===== src/rtl/tag_sched_pkg.sv =====
// Shared types and helpers for the tag array scheduler.
//   tag_sched_state_e : CLEAR sweeps zeros into the array, RUN serves requests
//   addr_width()      : index width for a given entry count
package tag_sched_pkg;

  typedef enum logic {
    CLEAR,
    RUN
  } tag_sched_state_e;

  function automatic int unsigned addr_width(input int unsigned depth);
    return $clog2(depth);
  endfunction

endpackage


===== src/rtl/tag_read_arbiter.sv =====
// Two-way read-port arbiter: snoop has fixed priority over core, but after
// STARVE_LIMIT consecutive snoop wins against a waiting core, the core wins once.
// Ports:
//   clock, reset        clock, async active-low reset
//   arb_en              arbitration allowed this cycle (RUN, no flush)
//   core_valid          core lookup pending
//   snp_valid           snoop lookup pending
//   grant[1:0]          one-hot grant: [0]=core, [1]=snoop
module tag_read_arbiter
  import tag_sched_pkg::*;
#(
  parameter int unsigned STARVE_LIMIT = 4
) (
  input  logic       clock,
  input  logic       reset,
  input  logic       arb_en,
  input  logic       core_valid,
  input  logic       snp_valid,
  output logic [1:0] grant
);

  localparam int unsigned SW = $clog2(STARVE_LIMIT + 1);

  logic [SW-1:0] starve_cnt;
  logic          starved;

  assign starved = core_valid && (starve_cnt == SW'(STARVE_LIMIT));

  always_comb begin
    grant = '0;
    if (arb_en) begin
      if (snp_valid && !starved) begin
        grant = 2'b10;
      end else if (core_valid) begin
        grant = 2'b01;
      end
    end
  end

  // Counts snoop wins only while the core is actually waiting; a core grant or
  // an idle core restarts the count. Holds when no grant happens (CLEAR/flush).
  always_ff @(posedge clock or negedge reset) begin
    if (!reset) begin
      starve_cnt <= '0;
    end else if (!core_valid || grant[0]) begin
      starve_cnt <= '0;
    end else if (grant[1] && (starve_cnt != SW'(STARVE_LIMIT))) begin
      starve_cnt <= starve_cnt + 1'b1;
    end
  end

endmodule


===== src/rtl/tag_array_scheduler.sv =====
// Sequences and shares one tag_array port A: clears every entry after reset
// and on flush, arbitrates the read port between core and snoop lookups, and
// passes fill writes straight through to the write port.
// Ports:
//   clock, reset                        clock, async active-low reset
//   flush_req                           pulse: re-clear whole array
//   init_done / flush_done              in RUN / last clear write this cycle
//   core_req_* / core_resp_*            core lookup request / result (1 cycle later)
//   snp_req_*  / snp_resp_*             snoop lookup request / result (1 cycle later)
//   fill_valid/ready/addr/data          tag write request
//   ta_read_* / ta_write_*              tag_array port A (read data combinational)
module tag_array_scheduler
  import tag_sched_pkg::*;
#(
  parameter int unsigned ID           = 0,
  parameter int unsigned TAG_WIDTH    = 28,
  parameter int unsigned DEPTH        = 16,
  parameter int unsigned STARVE_LIMIT = 4,
  localparam int unsigned AW          = addr_width(DEPTH)
) (
  input  logic                 clock,
  input  logic                 reset,
  input  logic                 flush_req,
  output logic                 init_done,
  output logic                 flush_done,
  input  logic                 core_req_valid,
  output logic                 core_req_ready,
  input  logic [AW-1:0]        core_req_addr,
  output logic                 core_resp_valid,
  output logic [TAG_WIDTH-1:0] core_resp_tag,
  input  logic                 snp_req_valid,
  output logic                 snp_req_ready,
  input  logic [AW-1:0]        snp_req_addr,
  output logic                 snp_resp_valid,
  output logic [TAG_WIDTH-1:0] snp_resp_tag,
  input  logic                 fill_valid,
  output logic                 fill_ready,
  input  logic [AW-1:0]        fill_addr,
  input  logic [TAG_WIDTH-1:0] fill_data,
  output logic                 ta_read_en,
  output logic [AW-1:0]        ta_read_addr,
  input  logic [TAG_WIDTH-1:0] ta_read_data,
  output logic                 ta_write_en,
  output logic [AW-1:0]        ta_write_addr,
  output logic [TAG_WIDTH-1:0] ta_write_data
);

  // ID only tags debug output; no logic depends on it.
  logic unused_id;
  assign unused_id = ^ID;

  tag_sched_state_e     state, state_nxt;
  logic [AW-1:0]        sweep_cnt, sweep_nxt;
  logic                 arb_en;
  logic [1:0]           grant;
  logic [TAG_WIDTH-1:0] rd_data;

  // Outputs are gated by reset so they drop the instant reset asserts.
  assign arb_en = reset && (state == RUN) && !flush_req;

  tag_read_arbiter #(
    .STARVE_LIMIT (STARVE_LIMIT)
  ) u_arb (
    .clock      (clock),
    .reset      (reset),
    .arb_en     (arb_en),
    .core_valid (core_req_valid),
    .snp_valid  (snp_req_valid),
    .grant      (grant)
  );

  assign core_req_ready = grant[0];
  assign snp_req_ready  = grant[1];
  assign ta_read_en     = |grant;

  always_comb begin
    state_nxt     = state;
    sweep_nxt     = sweep_cnt;
    init_done     = 1'b0;
    flush_done    = 1'b0;
    fill_ready    = 1'b0;
    ta_read_addr  = '0;
    ta_write_en   = 1'b0;
    ta_write_addr = '0;
    ta_write_data = '0;
    if (reset) begin
      unique case (state)
        CLEAR: begin
          ta_write_en   = 1'b1;
          ta_write_addr = sweep_cnt;
          sweep_nxt     = sweep_cnt + 1'b1;
          if (sweep_cnt == AW'(DEPTH - 1)) begin
            flush_done = 1'b1;
            state_nxt  = RUN;
            sweep_nxt  = '0;
          end
        end
        RUN: begin
          init_done = 1'b1;
          if (flush_req) begin
            state_nxt = CLEAR;
            sweep_nxt = '0;
          end else begin
            fill_ready = 1'b1;
            if (fill_valid) begin
              ta_write_en   = 1'b1;
              ta_write_addr = fill_addr;
              ta_write_data = fill_data;
            end
            if (grant[1]) begin
              ta_read_addr = snp_req_addr;
            end else if (grant[0]) begin
              ta_read_addr = core_req_addr;
            end
          end
        end
        default: ;
      endcase
    end
  end

  // A same-cycle fill to the read index wins over the stale array contents.
  assign rd_data = (ta_write_en && (ta_write_addr == ta_read_addr)) ? ta_write_data
                                                                    : ta_read_data;

  always_ff @(posedge clock or negedge reset) begin
    if (!reset) begin
      state     <= CLEAR;
      sweep_cnt <= '0;
    end else begin
      state     <= state_nxt;
      sweep_cnt <= sweep_nxt;
    end
  end

  always_ff @(posedge clock or negedge reset) begin
    if (!reset) begin
      core_resp_valid <= 1'b0;
      core_resp_tag   <= '0;
      snp_resp_valid  <= 1'b0;
      snp_resp_tag    <= '0;
    end else begin
      core_resp_valid <= grant[0];
      snp_resp_valid  <= grant[1];
      if (grant[0]) core_resp_tag <= rd_data;
      if (grant[1]) snp_resp_tag  <= rd_data;
    end
  end

endmodule


===== config.mk =====
export PLATFORM = sky130hd
export DESIGN_NAME = tag_array_scheduler
export DESIGN_NICKNAME = d
export VERILOG_FILES = /design/src/rtl/tag_sched_pkg.sv /design/src/rtl/tag_read_arbiter.sv /design/src/rtl/tag_array_scheduler.sv
export SDC_FILE = /design/constraint.sdc
export NUM_CORES = 1
export LEC_CHECK = 0
export BUFFER_PORTS_ARGS = -buffer_cell sky130_fd_sc_hd__buf_2
export CELL_PAD_IN_SITES_DETAIL_PLACEMENT = 0
export CELL_PAD_IN_SITES_GLOBAL_PLACEMENT = 1
export CORE_ASPECT_RATIO = 1.2
export CORE_MARGIN = 2
export CORE_UTILIZATION = 33
export DETAILED_ROUTE_END_ITERATION = 6
export PLACE_DENSITY = 0.79
export SYNTH_ARGS = -nofsm -noshare
export SYNTH_HDL_FRONTEND = slang
export SYNTH_SLANG_ARGS = --single-unit

===== constraint.sdc =====
create_clock -name clock -period 3.2 [get_ports clock]
set_clock_uncertainty 0.1 [all_clocks]
set_input_delay 0.16 -clock clock [delete_from_list [all_inputs] [get_ports clock]]
set_output_delay 0.16 -clock clock [all_outputs]
set_load 0.05 [all_outputs]

==> results of run 1 <==
[cell type report]
cell class / instances / area, sq um
repair buffers: 216 / 1270
fillers: 1003 / 5310
clock buffers: 10 / 239
flip-flops and latches: 66 / 1650
clock inverters: 6 / 90.1
well taps: 129 / 161
multi-input cells: 228 / 1490
inverters: 66 / 249
[sequential cells by signal, summed over array words and instances (netlist names)]
register and cells:
core_resp_tag 28, core_resp_valid 1, snp_resp_tag 28, snp_resp_valid 1, state 1, sweep_cnt 4
u_arb.starve_cnt 3
[worst max-delay path: stages, from the launching register on]
cell and delay, ns:
dfrtp_1 0.40, inv_1 0.09, ha_1 0.21, nand3_1 0.18, a32o_1 0.34, mux2i_1 0.19
a21oi_1 0.09, a2111o_1 0.46, o21a_1 0.21, buf_4 0.21, a221o_2 0.35
[path summary, 6_finish.rpt]
check	startpoint	endpoint	slack [ns]	cells past startpoint
min	ta_read_data[23]	snp_resp_tag[23]	0.02	2
max	u_arb.starve_cnt[0]	snp_resp_tag[7]	0.25	10
min reg2reg	core_resp_tag[15]	core_resp_tag[15]	0.39	2
min in group asynchronous	reset	snp_resp_tag[3]	0.35	3
max reg2reg	u_arb.starve_cnt[0]	snp_resp_tag[7]	0.25	10
max in group asynchronous	reset	core_resp_tag[15]	2.17	3
[kinds of logic after synthesis]
logic type      synth area share
mux                      0.00850
buf+inv                    0.110
xor+xnor                 0.00248
simple gates               0.187
compound gates             0.214
fa+ha+maj                 0.0106
flops                      0.467
[metrics by stage]
stage | area, sq um | std cells
6_report | 5150 | 721
5_1_grt | 5150 | 721
4_1_cts | 5150 | 721
3_5_place_dp | 4550 | 677
3_3_place_gp | 4550 | 677
2_1_floorplan | 3530 | 383
[synthesized netlist by cell type]
library cell   n  share of area
o221ai_1      28          0.069
a22o_1         2         0.0050
nand2b_1       1         0.0018
o21ai_0       10          0.014
a21o_1         1         0.0021
nor2_2         1         0.0018
a21bo_2        1         0.0028
buf_6          5          0.016
nand3_1        8          0.011
or2_1          1         0.0018
nand4b_1       1         0.0025
clkinv_2       1         0.0014
a21boi_0       2         0.0042
o21a_1         3         0.0064
a221o_1       20          0.057
and2_2         4         0.0085
a22oi_1        1         0.0021
nor3b_1        1         0.0021
nand3b_4       1         0.0057
a2111o_1       1         0.0032
a31oi_1        2         0.0035
mux2i_1        3         0.0085
nor2_1         4         0.0042
a32oi_1        2         0.0050
ha_1           3          0.011
a32o_1         1         0.0028
nor2b_1        8          0.014
or3_1          1         0.0018
nand2_1       67          0.071
a221o_2        8          0.025
inv_1         65          0.069
xor2_1         1         0.0025
and3_1         1         0.0018
and2_1        33          0.058
dfrtp_1       66           0.47
buf_4          3         0.0064
buf_1          1         0.0011
o21ai_2        1         0.0025
buf_2          5         0.0071
a21oi_1        6         0.0085
clkbuf_1       9         0.0096
[layer usage]
layer / routed length [microns] / track usage / share of wire / vias to the layer above
met5: 0 / 0 / 0 / -
met4: 106 / 0.0685 / 0.0091 / 0
met3: 706 / 0.0352 / 0.061 / 9
met2: 5640 / 0.331 / 0.48 / 147
met1: 5200 / 0.259 / 0.45 / 1732
li1: - / - / - / 1721
[power by group]
group          switching (W)  leakage, nW  total [W]  internal [W]
Sequential          0.000147        0.874    0.00121       0.00106
Combinational        0.00129         2.00    0.00183      0.000534
Clock               0.000364        0.159    0.00107      0.000704
[what timing repair did]
| action | in CTS | in global routing |
|---|---|---|
| setup buffers | 0 | 0 |
| hold endpoints to repair | 93 | 0 |
| hold buffers | 28 | 0 |
==> reports/metrics.yaml, run 1 <==
ys_types: 41
synthToLayoutAreaGrowth_pct: 45.8
final.setup.tns_ns: 0
antenna_cells: 0
fp.dieH_microns: 117
maxCapViolCount: 0
p_per_area_nw_per_um2: 796
ant_nets: 0
worstSetupEndpointType: "flop"
timing.final.crit_period_ns: 2.95
grt_overflow: 0
start_kind: "flop"
ys_seq_elements: 66
syn_nets: 460
crit_arrival_ns: 3.05
syn_inst: 383
cts_tree: "done"
cts_num_sinks: 66
clock.fmax_mhz: 340
grt_pass1_vias: 3575
drt-wirelength-per-cell_microns: 16.2
syn_area_sq_um: 3530
status: "complete, no violations"
postSynthAreaPerCell_sq_um: 9.23
gp_congestion: 0.850
cts.path.max_buffers: 2
dr.pass1.iters: 5
ir_worst_vdd_mv: 0.425
crit_fanout: 19
power_leakage_nw: 3.03
dieArea_sq_um: 11600
drive_gt1_frac: 0.373
fin_nets: 664
grt_max_degree: 45
hold_class: "input pin to flop"
cts.root.buffer_cell: "clkbuf_16"
crit_type: "flop to flop"
path_clk_slew_ns: 0.05
cts_made_buffers: 9
most-common-layout-cells: "173 x buf_2, 67 x nand2_1, 66 x dfrtp_1, 65 x inv_1, 33 x and2_1"
viasPerCell: 5.01
worst_pin_slew_ns: 0.705
ys_warn_count: 0
worstSkewPairLatency_ns: 0.32
final_core_util: 0.493
drc: 0
hpwl_microns: 8350
hold_viol_final: 0
power_w: 0.00410
grt_setup_unrepaired: "false"
routed_wl_microns: 11700
drv_slew: 0
layout_setup_ws_ns: 0.255
final_common_cell: "buf_2"
pre_cts_slack_ns: 0.284
ys_seq_area_frac: 0.467
coreArea_sq_um: 10500
rows: 41
die_x_microns: 98.5
grt_use_total: 0.198
ios: 175
htreeDepth: 3
finalSetupViolCount: 0
antenna_found_initial: 0
initial_core_util: 0.338
hold_slack_ns: 0.0207
slew-limit-headroom: 0.530
grt_pass1_wl_microns: 18300
cts_resized: 0
fin_crit_sh: 0.920
drt_iter0_drc: 131
route.vias.total: 3609
required_ns: 3.30
portBuffers: 174
No activity file was read; power rests on OpenSTA's default activity.
==> run 2, diff against run 1 <==
CORE_ASPECT_RATIO = 1.5   (was 1.2)
HOLD_SLACK_MARGIN = 0.15   (was not set)
PLACE_DENSITY = 0.83   (was 0.79)
==> run 2 against run 1 <==
Combinational power hardly changed; highest routed layer unchanged; clock power increased by 4%; die area increased by 0.12%; fmax increased by 0.94%; sequential share of layout area is 2.0 points lower; via count increased by 4.1%; non-clock buffer count grew 32; critical path depth did not move; power grew 1.7%.
==> reports/metrics.yaml, run 2 (same netlist as run 1, synthesis figures left out) <==
reg_top3: "core_resp_tag x28, snp_resp_tag x28, sweep_cnt x4"
fp.dieH_microns: 131
cts_made_buffers: 9
finalSetupViolCount: 0
cts_num_sinks: 66
cp_cell_sequence: "inv_1 -> ha_1 -> nand3_1 -> a32o_1 -> mux2i_1 -> a21oi_1 -> a2111o_1 -> o21a_1 -> buf_4 -> a221o_2"
die_x_microns: 88.5
hpwl_microns: 8470
dieArea_sq_um: 11600
timing.final.crit_period_ns: 2.92
initial_core_util: 0.336
crit_family: "compound AO/OA/AOI/OAI gates"
gp_congestion: 0.866
start_kind: "flop"
r2r-end: "snp_resp_tag[7]"
cts_resized: 0
viasPerCell: 4.89
worstSkewPairLatency_ns: 0.33
worst_pin_slew_ns: 0.692
crit_arrival_ns: 3.02
final.setup.tns_ns: 0
drive_gt1_frac: 0.353
drc: 0
drv_slew: 0
cts.path.max_buffers: 2
cp_num_cells: 10
power_w: 0.00417
portBuffers: 174
dr.pass1.iters: 4
status: "complete, no violations"
p_per_area_nw_per_um2: 759
grt_pass1_vias: 3893
drt_iter0_drc: 168
grt_max_degree: 47
hold_viol_final: 0
cts.root.buffer_cell: "clkbuf_16"
reg2reg_slack_ns: 0.28
fin_nets: 696
htreeDepth: 3
fin_crit_sh: 0.912
required_ns: 3.31
slew-limit-headroom: 0.539
synthToLayoutAreaGrowth_pct: 55.4
ios: 175
final_common_cell: "buf_2"
crit_fanout: 28
grt_use_total: 0.212
reg2reg_depth: 10
startpoint: "u_arb.starve_cnt[0]"
cpPeakStageDelay_ns: 0.45
grt_setup_unrepaired: "false"
antenna_cells: 0
most-common-layout-cells: "173 x buf_2, 67 x nand2_1, 66 x dfrtp_1, 65 x inv_1, 61 x dlygate4sd3_1"
coreArea_sq_um: 10500
slowest_stage: "a2111o_1"
maxCapViolCount: 0
place_area_sq_um: 4540
worstSetupEndpointType: "flop"
ir_worst_vdd_mv: 0.414
crit_buf_inv: 2
cts_tree: "done"
r2r_start: "u_arb.starve_cnt[0]"
power_leakage_nw: 3.17
drt-wirelength-per-cell_microns: 15.8
hold_class: "input pin to async pin"
grt_overflow: 0
route.vias.total: 3757
grt_pass1_wl_microns: 18800
antenna_found_initial: 0
endpoint: "snp_resp_tag[7]"
crit_type: "flop to flop"
clock.fmax_mhz: 343
rows: 46
routed_wl_microns: 12200
final_area_sq_um: 5490
path_clk_slew_ns: 0.05
ant_nets: 0
[run 2: cell types whose count changed in the layout (fill, tap and decap cells not counted)]
cell           before  now
buf_12              1    0
clkinv_4            2    0
dlygate4sd3_1      28   61
clkbuf_8            1    3
[run 2: power breakdown]
part	internal [W]	switching, W
Sequential	0.00106	0.000144
Clock	0.000744	0.000361
Combinational	0.000556	0.00131
[run 2: per-layer routing]
metal / track usage / wire length, microns
met2: 0.377 / 6340
met3: 0.0396 / 630
met5: 0 / 0
met1: 0.243 / 4840
met4: 0.0954 / 352
[run 2: cell type report]
cell class,instances,area (sq um)
Sequential cell,66,1650
Fill cell,960,5040
Inverter,66,249
Tap cell,144,180
Multi-Input combinational cell,228,1490
Timing Repair Buffer,248,1580
Clock inverter,4,72.6
Clock buffer,12,267
[run 2: how the worst min path moves through the flow]
stage	slack, ns	startpoint	depth (start not counted)	endpoint
floorplan	-0.24	reset	0	core_resp_tag[0]
global placement	0.15	reset	2	state
detailed placement	0.16	reset	2	state
CTS	0.37	reset	3	state
global route	0.41	reset	3	sweep_cnt[1]
finish	0.35	reset	3	state
[run 2: worst reg2reg max path: cells and delay by family, from the launching register on]
| family | cells | cell delay [ns] |
|---|---|---|
| adder cells (fa/ha/maj) | 1 | 0.20 |
| AND/OR/NAND/NOR | 1 | 0.17 |
| AO/OA/AOI/OAI | 5 | 1.44 |
| multiplexers | 1 | 0.17 |
| flip-flops | 1 | 0.40 |
| buffers and inverters | 2 | 0.33 |
[run 2: repair_timing]
| item | in CTS | in global routing |
|---|---|---|
| hold buffers | 61 | 0 |
| setup buffers | 0 | 0 |
| endpoints found under the hold margin | 128 | 0 |
[run 2: stage by stage]
step	setup WS, ns	cells	util	hold WS, ns
final	0.282	768	0.522	0.354
after floorplan	0.203	383	-	-0.236
after global routing	0.0693	768	0.522	0.414
after detailed placement	0.297	691	0.431	0.164
after global placement	0.375	691	0.431	0.154
after CTS	0.287	768	0.522	0.365
